===== src/rtl/output_neuron_backprop.sv =====
// Backward-pass engine for the final output neuron: computes the sigmoid delta and
// gradient-descent updates of w1, w2 and bias using one shared multiplier over six cycles.
module output_neuron_backprop #(
    parameter int unsigned W        = 16,
    parameter int unsigned LR_SHIFT = 3
) (
    input  logic         clk,
    input  logic         rst_n,
    input  logic         start_valid,
    output logic         start_ready,
    input  logic [1:0]   in1,
    input  logic [1:0]   in2,
    input  logic [W-1:0] out,
    input  logic [W-1:0] target,
    input  logic [W-1:0] w1,
    input  logic [W-1:0] w2,
    input  logic [W-1:0] bias,
    output logic [W-1:0] w1_new,
    output logic [W-1:0] w2_new,
    output logic [W-1:0] bias_new,
    output logic [W-1:0] delta,
    output logic         done_valid,
    input  logic         done_ready
);

    localparam int unsigned Frac = W - 4;
    localparam int unsigned MW   = W + 2;
    localparam int unsigned PW   = 2 * MW;

    localparam logic signed [W-1:0]  OneW   = {{(W-1){1'b0}}, 1'b1} << Frac;
    localparam logic signed [MW-1:0] OneMw  = {{(MW-1){1'b0}}, 1'b1} << Frac;
    localparam logic signed [PW-1:0] SatMax = {{(PW-W+1){1'b0}}, {(W-1){1'b1}}};
    localparam logic signed [PW-1:0] SatMin = {{(PW-W+1){1'b1}}, {(W-1){1'b0}}};

    typedef enum logic [2:0] {
        StIdle, StDeriv, StDelta, StUpdW1, StUpdW2, StUpdB, StDone
    } state_e;

    state_e state_q, state_d;

    logic signed [W-1:0] out_q, target_q, w1_q, w2_q, bias_q;
    logic [1:0]          in1_q, in2_q;
    logic signed [W-1:0] deriv_q, delta_q, w1_new_q, w2_new_q, bias_new_q;

    logic                 accept;
    logic signed [W-1:0]  out_sx, out_clamp;
    logic signed [MW-1:0] err, one_minus, mul_a, mul_b;
    logic signed [PW-1:0] mul_p, prod_frac, prod_lr;

    function automatic logic signed [MW-1:0] sx_mw(input logic signed [W-1:0] v);
        return {{(MW-W){v[W-1]}}, v};
    endfunction

    function automatic logic signed [PW-1:0] sx_pw(input logic signed [W-1:0] v);
        return {{(PW-W){v[W-1]}}, v};
    endfunction

    function automatic logic signed [W-1:0] sat_w(input logic signed [PW-1:0] v);
        if (v > SatMax) begin
            return SatMax[W-1:0];
        end else if (v < SatMin) begin
            return SatMin[W-1:0];
        end
        return v[W-1:0];
    endfunction

    // State register
    always_ff @(posedge clk) begin
        if (!rst_n) begin
            state_q <= StIdle;
        end else begin
            state_q <= state_d;
        end
    end

    // Next-state logic
    always_comb begin
        state_d = state_q;
        case (state_q)
            StIdle:  if (accept) state_d = StDeriv;
            StDeriv: state_d = StDelta;
            StDelta: state_d = StUpdW1;
            StUpdW1: state_d = StUpdW2;
            StUpdW2: state_d = StUpdB;
            StUpdB:  state_d = StDone;
            StDone:  if (done_ready) state_d = StIdle;
            default: state_d = StIdle;
        endcase
    end

    // Outputs decoded from registered state; rst_n only masks ready during reset
    always_comb begin
        start_ready = rst_n && (state_q == StIdle);
        done_valid  = (state_q == StDone);
    end

    assign accept = start_valid & start_ready;

    always_comb begin
        out_sx    = $signed(out);
        out_clamp = out_sx;
        if (out_sx[W-1]) begin
            out_clamp = '0;
        end else if (out_sx > OneW) begin
            out_clamp = OneW;
        end
    end

    assign err       = sx_mw(out_q) - sx_mw(target_q);
    assign one_minus = OneMw - sx_mw(out_q);

    // Shared multiplier operand select
    always_comb begin
        mul_a = '0;
        mul_b = '0;
        case (state_q)
            StDeriv: begin
                mul_a = sx_mw(out_q);
                mul_b = one_minus;
            end
            StDelta: begin
                mul_a = err;
                mul_b = sx_mw(deriv_q);
            end
            StUpdW1: begin
                mul_a = sx_mw(delta_q);
                mul_b = {{(MW-2){1'b0}}, in1_q};
            end
            StUpdW2: begin
                mul_a = sx_mw(delta_q);
                mul_b = {{(MW-2){1'b0}}, in2_q};
            end
            StUpdB: begin
                mul_a = sx_mw(delta_q);
                mul_b = {{(MW-1){1'b0}}, 1'b1};
            end
            default: ;
        endcase
    end

    assign mul_p     = mul_a * mul_b;
    assign prod_frac = mul_p >>> Frac;
    assign prod_lr   = mul_p >>> LR_SHIFT;

    always_ff @(posedge clk) begin
        if (!rst_n) begin
            out_q      <= '0;
            target_q   <= '0;
            w1_q       <= '0;
            w2_q       <= '0;
            bias_q     <= '0;
            in1_q      <= '0;
            in2_q      <= '0;
            deriv_q    <= '0;
            delta_q    <= '0;
            w1_new_q   <= '0;
            w2_new_q   <= '0;
            bias_new_q <= '0;
        end else begin
            case (state_q)
                StIdle: begin
                    if (accept) begin
                        out_q    <= out_clamp;
                        target_q <= $signed(target);
                        w1_q     <= $signed(w1);
                        w2_q     <= $signed(w2);
                        bias_q   <= $signed(bias);
                        in1_q    <= in1;
                        in2_q    <= in2;
                    end
                end
                // deriv never exceeds 1.0/4, so truncation to W bits is exact
                StDeriv: deriv_q    <= prod_frac[W-1:0];
                StDelta: delta_q    <= sat_w(prod_frac);
                StUpdW1: w1_new_q   <= sat_w(sx_pw(w1_q) - prod_lr);
                StUpdW2: w2_new_q   <= sat_w(sx_pw(w2_q) - prod_lr);
                StUpdB:  bias_new_q <= sat_w(sx_pw(bias_q) - prod_lr);
                default: ;
            endcase
        end
    end

    assign delta    = delta_q;
    assign w1_new   = w1_new_q;
    assign w2_new   = w2_new_q;
    assign bias_new = bias_new_q;

endmodule


===== config.mk =====
export PLATFORM = sky130hd
export DESIGN_NAME = output_neuron_backprop
export DESIGN_NICKNAME = d
export VERILOG_FILES = /design/src/rtl/output_neuron_backprop.sv
export SDC_FILE = /design/constraint.sdc
export NUM_CORES = 1
export LEC_CHECK = 0
export BUFFER_PORTS_ARGS = -buffer_cell sky130_fd_sc_hd__buf_2
export CAP_MARGIN = 20
export CORE_MARGIN = 4
export CORE_UTILIZATION = 25
export DETAILED_ROUTE_END_ITERATION = 10
export GPL_ROUTABILITY_DRIVEN = 0
export SYNTH_ARGS = -nofsm -noshare
export SYNTH_HDL_FRONTEND = slang
export SYNTH_SLANG_ARGS = --single-unit

===== constraint.sdc =====
create_clock -name clk -period 12 [get_ports clk]
set_input_delay 1.8 -clock clk [delete_from_list [all_inputs] [get_ports clk]]
set_output_delay 1.8 -clock clk [all_outputs]
set_load 0.005 [all_outputs]

Word level (Yosys, flattened, before mapping)
Index checks and enable logic that the tools add are counted.

operators by class
  add/subtract/negate cells = 5
  $mul = 1
  order comparisons = 9
  eq/ne operators = 8
  muxes and demuxes = 35
  bitwise logic cells = 1
  reductions and logical operators = 5

operator list
  operator                                                                           number
  16-bit 2-to-1 mux                                                                  12
  34-bit by 16-bit greater-than comparator with 1-bit output, second input constant  3
  34-bit by 16-bit < comparator with 1-bit output, second input constant             3
  16-bit by 33-bit subtractor with 34-bit output                                     3
  18-bit case mux with 5 select lines                                                1
  18-bit case mux with 3 select lines                                                1
  18-bit by 18-bit multiplier with 36-bit output                                     1
  15-bit 2-to-1 mux                                                                  2
  24-bit by 16-bit greater-than comparator with 1-bit output, second input constant  1
  24-bit by 16-bit < comparator with 1-bit output, second input constant             1
  3-bit case mux with 7 select lines                                                 1
  16-bit by 16-bit subtractor with 17-bit output                                     1
  16-bit by 14-bit greater-than comparator with 1-bit output, second input constant  1
  1-bit 2-to-1 mux                                                                   16
  13-bit by 15-bit subtractor with 16-bit output, first input constant               1
  3-bit equality test, second input constant                                         3
  3-bit by 2-bit equality test with 1-bit output, second input constant              2
  3-bit 2-to-1 mux                                                                   2
  2-bit AND reduction                                                                2
  3-bit by 1-bit equality test with 1-bit output, second input constant              1
  3-bit zero test                                                                    1
  3-bit OR reduction                                                                 1
  2-bit by 1-bit != test with 1-bit output, second input constant                    1
  2-bit != test, second input constant                                               1
  other kinds (2)                                                                    2

storage, ports and cells
  flip-flop bits (word level) = 166
  bits of input ports = 88
  output and inout port bits = 66
  logic and storage cells = 77

Longest topological paths before layout
Gate-level depths: netlist of the first run.

  depth after elaboration = 11
  mapped depth = 56
  depth with buffers taken out = 53

Worst setup path before layout of the first run
Ideal clock, no wire load.

  path kind = register to register
  from = register out_q[0]
  to = register w2_new_q[10] (netlist: w2_new[10])
  library setup time = 134 ps
  data arrival time = 11,407 ps
  required time = 11,866 ps
  path slack = 459 ps
  cell stages (with the launch flop) = 51
  path through = dfxtp_1 -> inv_1 -> ha_1 -> inv_1 -> fa_1 -> a21o_1 -> a21oi_1 -> o21ai_0 -> a21oi_1 -> o21ai_0 -> a21oi_1 -> o21bai_1 -> a21oi_1 -> o21bai_1 -> a21oi_1 -> o21ai_0 -> o31ai_1 -> nand2_1 -> [... 15 more ...] -> a21boi_0 -> nand2_1 -> nand2_1 -> a21oi_1 -> xnor2_1 -> inv_1 -> ha_1 -> and3_1 -> a211oi_1 -> and4_1 -> nor3_1 -> o31a_1 -> o32ai_1 -> xor2_1 -> or4_1 -> o21ai_1 -> buf_2 -> o22ai_1

on the way
  longest elaborated chain between the ends = 10
  elaborated cells between the ends (all ways) = 14
  those cells by class = 3 x add/sub; 1 x mul; 2 x order compare; 8 x mux

ends and longest elaborated chain
  item                                                                                                                     line      source
  from (decl)                                                                                                              41        logic signed [W-1:0] out_q, target_q, w1_q, w2_q, bias_q;
  from (signal assigned)                                                                                                   163       out_q <= out_clamp;
  13-bit by 15-bit subtractor with 16-bit output / 16-bit by 16-bit subtractor with 17-bit output (equally long branches)  110, 109
  18-bit case mux with 5 select lines / 18-bit case mux with 3 select lines (equally long branches)                        116       case (state_q)
  18-bit by 18-bit multiplier with 36-bit output (*)                                                                       141       assign mul_p = mul_a * mul_b;
  16-bit by 33-bit subtractor with 34-bit output (*)                                                                       176       StUpdW2: w2_new_q <= sat_w(sx_pw(w2_q) - prod_lr);
  34-bit by 16-bit < comparator with 1-bit output                                                                          61        end else if (v < SatMin) begin
  1-bit 2-to-1 mux                                                                                                         61
  1-bit 2-to-1 mux                                                                                                         59        if (v > SatMax) begin
  1-bit 2-to-1 mux                                                                                                         160       case (state_q)
  1-bit 2-to-1 mux                                                                                                         146       if (!rst_n) begin
  16-bit 2-to-1 mux (*)                                                                                                    64        return v[W-1:0];
  to (signal assigned)                                                                                                     176
  to (decl)                                                                                                                43        logic signed [W-1:0] deriv_q, delta_q, w1_new_q, w2_new_q, bias_new_q;

Every way passes the cells marked *; elsewhere a longest branch is shown, timed or not. The select of a mux whose other input is x is not followed.
A chain may end at the register's enable or synchronous reset.

Worst setup path in the final report of the first run
  from = register out_q[0]
  to = register w2_new_q[4] (netlist: w2_new[4])

Same word-level chain as after synthesis.

==> flow_summary.yaml, run 1 <==
logic_synthesis:
  yosysUniqueCellTypes: 88
  synth_nets: 3689
  ys.flop_type: "dfxtp_1"
  ys_async_sr_fraction_pct: 0
  seq_area_frac_synth_pct: 13.4
  syn_area_um2: 24900
  syn_inst: 3107
  netlist.area_leader.share_pct: 26.0
  synth-edff-count: 0
  synth_seq_cells: 166
  yosys_warnings: 0
  synth_commonest_cells: "436 x inv_1, 401 x nand2_1, 323 x fa_1"
  syn_avg_cell_area_um2: 8.00
  synth_top_cell_by_area: "fa_1"
  yosys-top-cells-area: "fa_1 26%, dfxtp_1 13%, ha_1 8.6%"
  yosysMostFrequentCell: "inv_1"
placement:
  dpl.cell_count: 4563
  dpl_worst_slack_ns: -0.449
  dp_hpwl_um: 69700
  io_buffers: 153
final_layout:
  stdcell_count: 4625
  syn2layout_area_growth_pct: 17.5
  layout-drive-gt1-share_pct: 15.6
  fillCellCount: 10445
  finalNetCount: 3902
die:
  core-area_um2: 98600
  die_x_um: 323
  die_h_um: 323
  die_area_um2: 105000
  num_io_pins: 154
  floorplan.initialDensity_pct: 25.2
  row_count: 115
sta:
  finalWorstSetupSlack_ns: 0.330
  drv_slew: 0
  max_freq_mhz: 85.7
  fin_setup_tns_ns: 0
  whs_ns: 0.460
  fin_crit_sh_pct: 97.2
  fin_skew_ns: 0.0244
  worst_pin_slew_ns: 1.15
  setup_viol: 0
  min_period_ns: 11.67
  relSlewSlack_pct: 23.4
  hold_violations: 0
route:
  via_per_inst: 5.06
  dr.pass1.iters: 6
  drc: 0
  wl_um: 86900
  ant_nets: 0
  via_count: 23394
  wl_per_cell_um: 18.8
  drt_iter0_markers: 2066
setup_path:
  reg2reg_setup_slack_ns: 0.33
  endpoint_kind: "flip-flop"
  slowest_stage: "or4_4"
  cp-start-kind: "flip-flop"
  critical_path.max_fanout: 8
  path_class: "flip-flop to flip-flop"
  critPathRequiredTime_ns: 12.34
  cp.arrival_ns: 12.01
  crit_top_cell: "inv_1"
  cpPeakStageDelay_ns: 0.57
cts:
  clkSlewWorstSetupHoldPaths_ns: 0.07
  clock_latency_ns: 0.48
  htreeDepth: 4
  cts_tree: "yes"
  ctsHoldBuffers: 0
  clockBufferDepth: 2
  cts_buffers: 17
  cts-root-buf: "clkbuf_16"
  numClockSinks: 166
power_and_ir_drop:
  p_leak_nw: 13.2
  max-vdd-ir-drop_uv: 68.9
  powerDensity_nw_per_um2: 82.9
  power_mw: 2.42
flow_run:
  cap_viol_max_count: 0
worst_hold_path:
  worst_hold_path_type: "flip-flop to flip-flop"
grt:
  grt_pass1_wl_um: 135000
  grt_overflow: 0
  grt_pass1_vias: 23020
  antenna_found_initial: 6
  grt_max_degree: 79
  grt_use_total_pct: 16.4
status:
  status: "complete, no violations"
sequential cells by signal (all words and copies together), names as in the netlist, 3 cells and up:
name      flops
target_q     16
delta        16
out_q        15
w2_new       16
w2_q         16
w1_q         16
w1_new       16
state_q       3
deriv_q      16
bias_new     16
bias_q       16
layout by cell type, fill, tap and decap left out, drive strengths merged, types with 18 or more instances in the layout:
| cell | instances |
|---|---|
| nand2b | 48 |
| xor2 | 35 |
| o22ai | 33 |
| o31ai | 43 |
| inv | 445 |
| dfxtp | 166 |
| nor2 | 231 |
| a22oi | 30 |
| a31oi | 26 |
| nor2b | 42 |
| nand4 | 22 |
| fa | 323 |
| a21o | 35 |
| nor4 | 24 |
| ha | 171 |
| a21oi | 166 |
| or2 | 22 |
| o211ai | 28 |
| xnor2 | 96 |
| o21a | 33 |
| nor3 | 39 |
| nand2 | 401 |
| or3 | 20 |
| o21ai | 156 |
| nand3 | 92 |
| a211oi | 18 |
| buf | 335 |
metrics by stage:
step                      cell area (µm²)  util (%)
after floorplan                     24900         -
final                               29200      29.7
after global routing                29200      29.7
after global placement              27900      28.3
after CTS                           28600      29.0
after detailed placement            27900      28.3
where the power goes:
part,internal (mW),switching [mW]
registers,0.584,0.0269
clock network,0.283,0.305
logic,0.495,0.731
critical path, delay by kind of cell (launching register included):
family          cells  cell delay [ns]
buf+inv            11             1.21
simple gates        5             1.57
fa+ha+maj          10             3.99
flops               1             0.32
compound gates     21             3.89
xor+xnor            3             0.57
layer usage:
| layer | track usage (%) | part of all wire (%) |
|---|---|---|
| met5 | 0 | 0.0081 |
| met1 | 21.8 | 42 |
| met2 | 26.1 | 45 |
| met3 | 3.77 | 8.5 |
| met4 | 6.13 | 4.6 |
final cells by class:
cell class | count | area (µm²) | area share, %
diodes | 5 | 12.5 | 0.0428
multi-input cells | 2364 | 19900 | 68.0
inverters | 436 | 1640 | 5.60
well taps | 1287 | 1610 | 5.51
flip-flops and latches | 166 | 3320 | 11.4
repair buffers | 335 | 2180 | 7.44
clock buffers | 17 | 425 | 1.46
clock inverters | 15 | 173 | 0.591
path summary, 6_finish.rpt:
path	end	cells past startpoint	startpoint
hold reg to reg	w1_q[5]	2	w1_q[5]
setup reg to reg	w2_new[4]	50	out_q[0]
hold / removal	w1_q[5]	2	w1_q[5]
setup / recovery	w2_new[4]	50	out_q[0]
cell families after synthesis:
group / Yosys count / share of synthesized area (%)
adders and majority gates: 494 / 34.6
buffers and inverters: 577 / 8.83
xor gates and xnor gates: 132 / 4.70
muxes: 22 / 0.941
AOI/OAI and AO/OA: 705 / 18.7
and+or+nand+nor: 1011 / 18.9
DFF: 166 / 13.4
what timing repair did:
item / in CTS / in global routing
pin swaps: 1 / 34
buffers inserted: 1 / 22
cloned: 0 / 2
resized for setup: 20 / 106
endpoints found under the setup margin: 45 / 63
Note: power is estimated with default switching activity, not from simulation.
==> run 2: changes to the inputs <==
Settings changed: CORE_ASPECT_RATIO set to 0.75.
Clock period 12 ns to 12.9 ns, I/O delays scaled along.
==> run 2 against run 1 <==
Net effect: power shrank 10%; setup slack gained 0.26 ns; die area is essentially flat; worst hold slack lost 0.0037 ns; wire length shrank 1.8%; clock power shrank 8.2%.
==> flow_summary.yaml, run 2 (synthesis results as in run 1) <==
placement:
  dpl.cell_count: 4538
  io_buffers: 153
  dp_hpwl_um: 69400
die:
  die_x_um: 372
  die_h_um: 281
  num_io_pins: 154
  floorplan.initialDensity_pct: 25.4
  core-area_um2: 98000
  row_count: 99
  die_area_um2: 105000
sta:
  max_freq_mhz: 81.3
  setup_viol: 0
  fin_skew_ns: 0.0151
  drv_slew: 0
  worst_pin_slew_ns: 1.23
  relSlewSlack_pct: 17.8
  fin_crit_sh_pct: 95.4
  hold_violations: 0
  min_period_ns: 12.31
setup_path:
  critical_path.max_fanout: 15
  critPathRequiredTime_ns: 13.24
  cp.arrival_ns: 12.64
  crit_top_cell: "fa_1"
  cp-start-kind: "flip-flop"
  cpLargestDelayFamily: "compound AO/OA/AOI/OAI gates"
  endpoint_kind: "flip-flop"
  worst-path-buf-inv: 8
  slowest_stage: "fa_1"
  cpPeakStageDelay_ns: 0.53
  path_class: "flip-flop to flip-flop"
grt:
  grtUsageMet2_pct: 22.7
  use_met3_pct: 4.79
  antenna_found_initial: 0
  busiest_layer: "met1"
  grt_pass1_vias: 22564
  grt_overflow: 0
  grt_use_total_pct: 16.1
  gr-usage-met1_pct: 23.6
  grt_max_degree: 64
  grt_pass1_wl_um: 132000
final_layout:
  finalNetCount: 3832
  fin_util_pct: 29.0
  syn2layout_area_growth_pct: 14.1
  layout-drive-gt1-share_pct: 12.1
  stdcell_count: 4576
  final_cell_mix: "433 x inv_1, 400 x nand2_1, 323 x fa_1, 229 x nor2_1, 170 x ha_1"
  final_common_cell: "inv_1"
  antenna_cells: 0
cts:
  htreeDepth: 4
  numClockSinks: 166
  cts_buffers: 17
  cts_tree: "yes"
  clock_latency_ns: 0.47
  clkSlewWorstSetupHoldPaths_ns: 0.07
  clockBufferDepth: 2
  ctsHoldBuffers: 0
  cts-root-buf: "clkbuf_16"
route:
  wl_per_cell_um: 18.6
  drt_iter0_markers: 2338
  via_count: 23248
  dr.pass1.iters: 6
  wl_um: 85300
  drc: 0
  via_per_inst: 5.08
  ant_nets: 0
power_and_ir_drop:
  max-vdd-ir-drop_uv: 97.8
  p_leak_nw: 12.9
  powerDensity_nw_per_um2: 76.5
  power_mw: 2.17
worst_hold_path:
  worst_hold_path_type: "flip-flop to flip-flop"
flow_run:
  cap_viol_max_count: 0
status:
  status: "complete, no violations"
run 2: changes by cell type in the layout (fill, tap and decap cells not counted), sizes merged:
cell | before | now
clkbuf | 17 | 18
buf | 335 | 264
bufinv | 0 | 1
clkinvlp | 0 | 1
diode | 5 | 0
inv | 445 | 443
run 2: layout make-up:
type | instances | area, µm²
Multi-Input combinational cell | 2364 | 19500
Inverter | 436 | 1640
Sequential cell | 166 | 3320
Timing Repair Buffer | 265 | 1620
Clock inverter | 15 | 181
Tap cell | 1313 | 1640
Clock buffer | 17 | 425
Fill cell | 10551 | 69600
run 2: layer usage:
metal	part of all wire, %	wire [µm]
met5	0	0
met1	46	39000
met2	40	34400
met3	11	9530
met4	2.8	2430
run 2: per-stage QoR:
step | hold WS, ns | TNS [ns] | setup slack, ns | area, µm²
after global routing | 0.476 | -0.118 | -0.0226 | 28400
final | 0.456 | 0 | 0.594 | 28400
after floorplan | 0.430 | 0 | 1.36 | 24900
after detailed placement | 0.447 | 0 | 0.138 | 27500
after global placement | 0.445 | 0 | 0.0509 | 27500
after CTS | 0.458 | 0 | 0.0623 | 28200
run 2: tightest hold or removal path, delay by kind of cell, from the launching register on:
kind,cells,cell delay [ns]
flops,1,0.31
simple gates,2,0.10
run 2: worst paths after layout:
kind | start | end | slack (ns) | cells past startpoint
max | out_q[0] | bias_new[3] | 0.59 | 51
min | in2_q[0] | in2_q[0] | 0.46 | 2
max reg2reg | out_q[0] | bias_new[3] | 0.59 | 51
min reg2reg | in2_q[0] | in2_q[0] | 0.46 | 2
run 2: power breakdown:
part           total [mW]  switching [mW]  leakage (nW)  internal (mW)
Sequential          0.572          0.0284          1.35          0.543
Combinational        1.06           0.641          11.2          0.418
Clock               0.540           0.261         0.299          0.278
Total                2.17           0.930          12.9           1.24
run 2: repair_timing:
action	CTS	global route
resized for setup	0	43
setup buffers	0	5
endpoints found under the setup margin	0	48
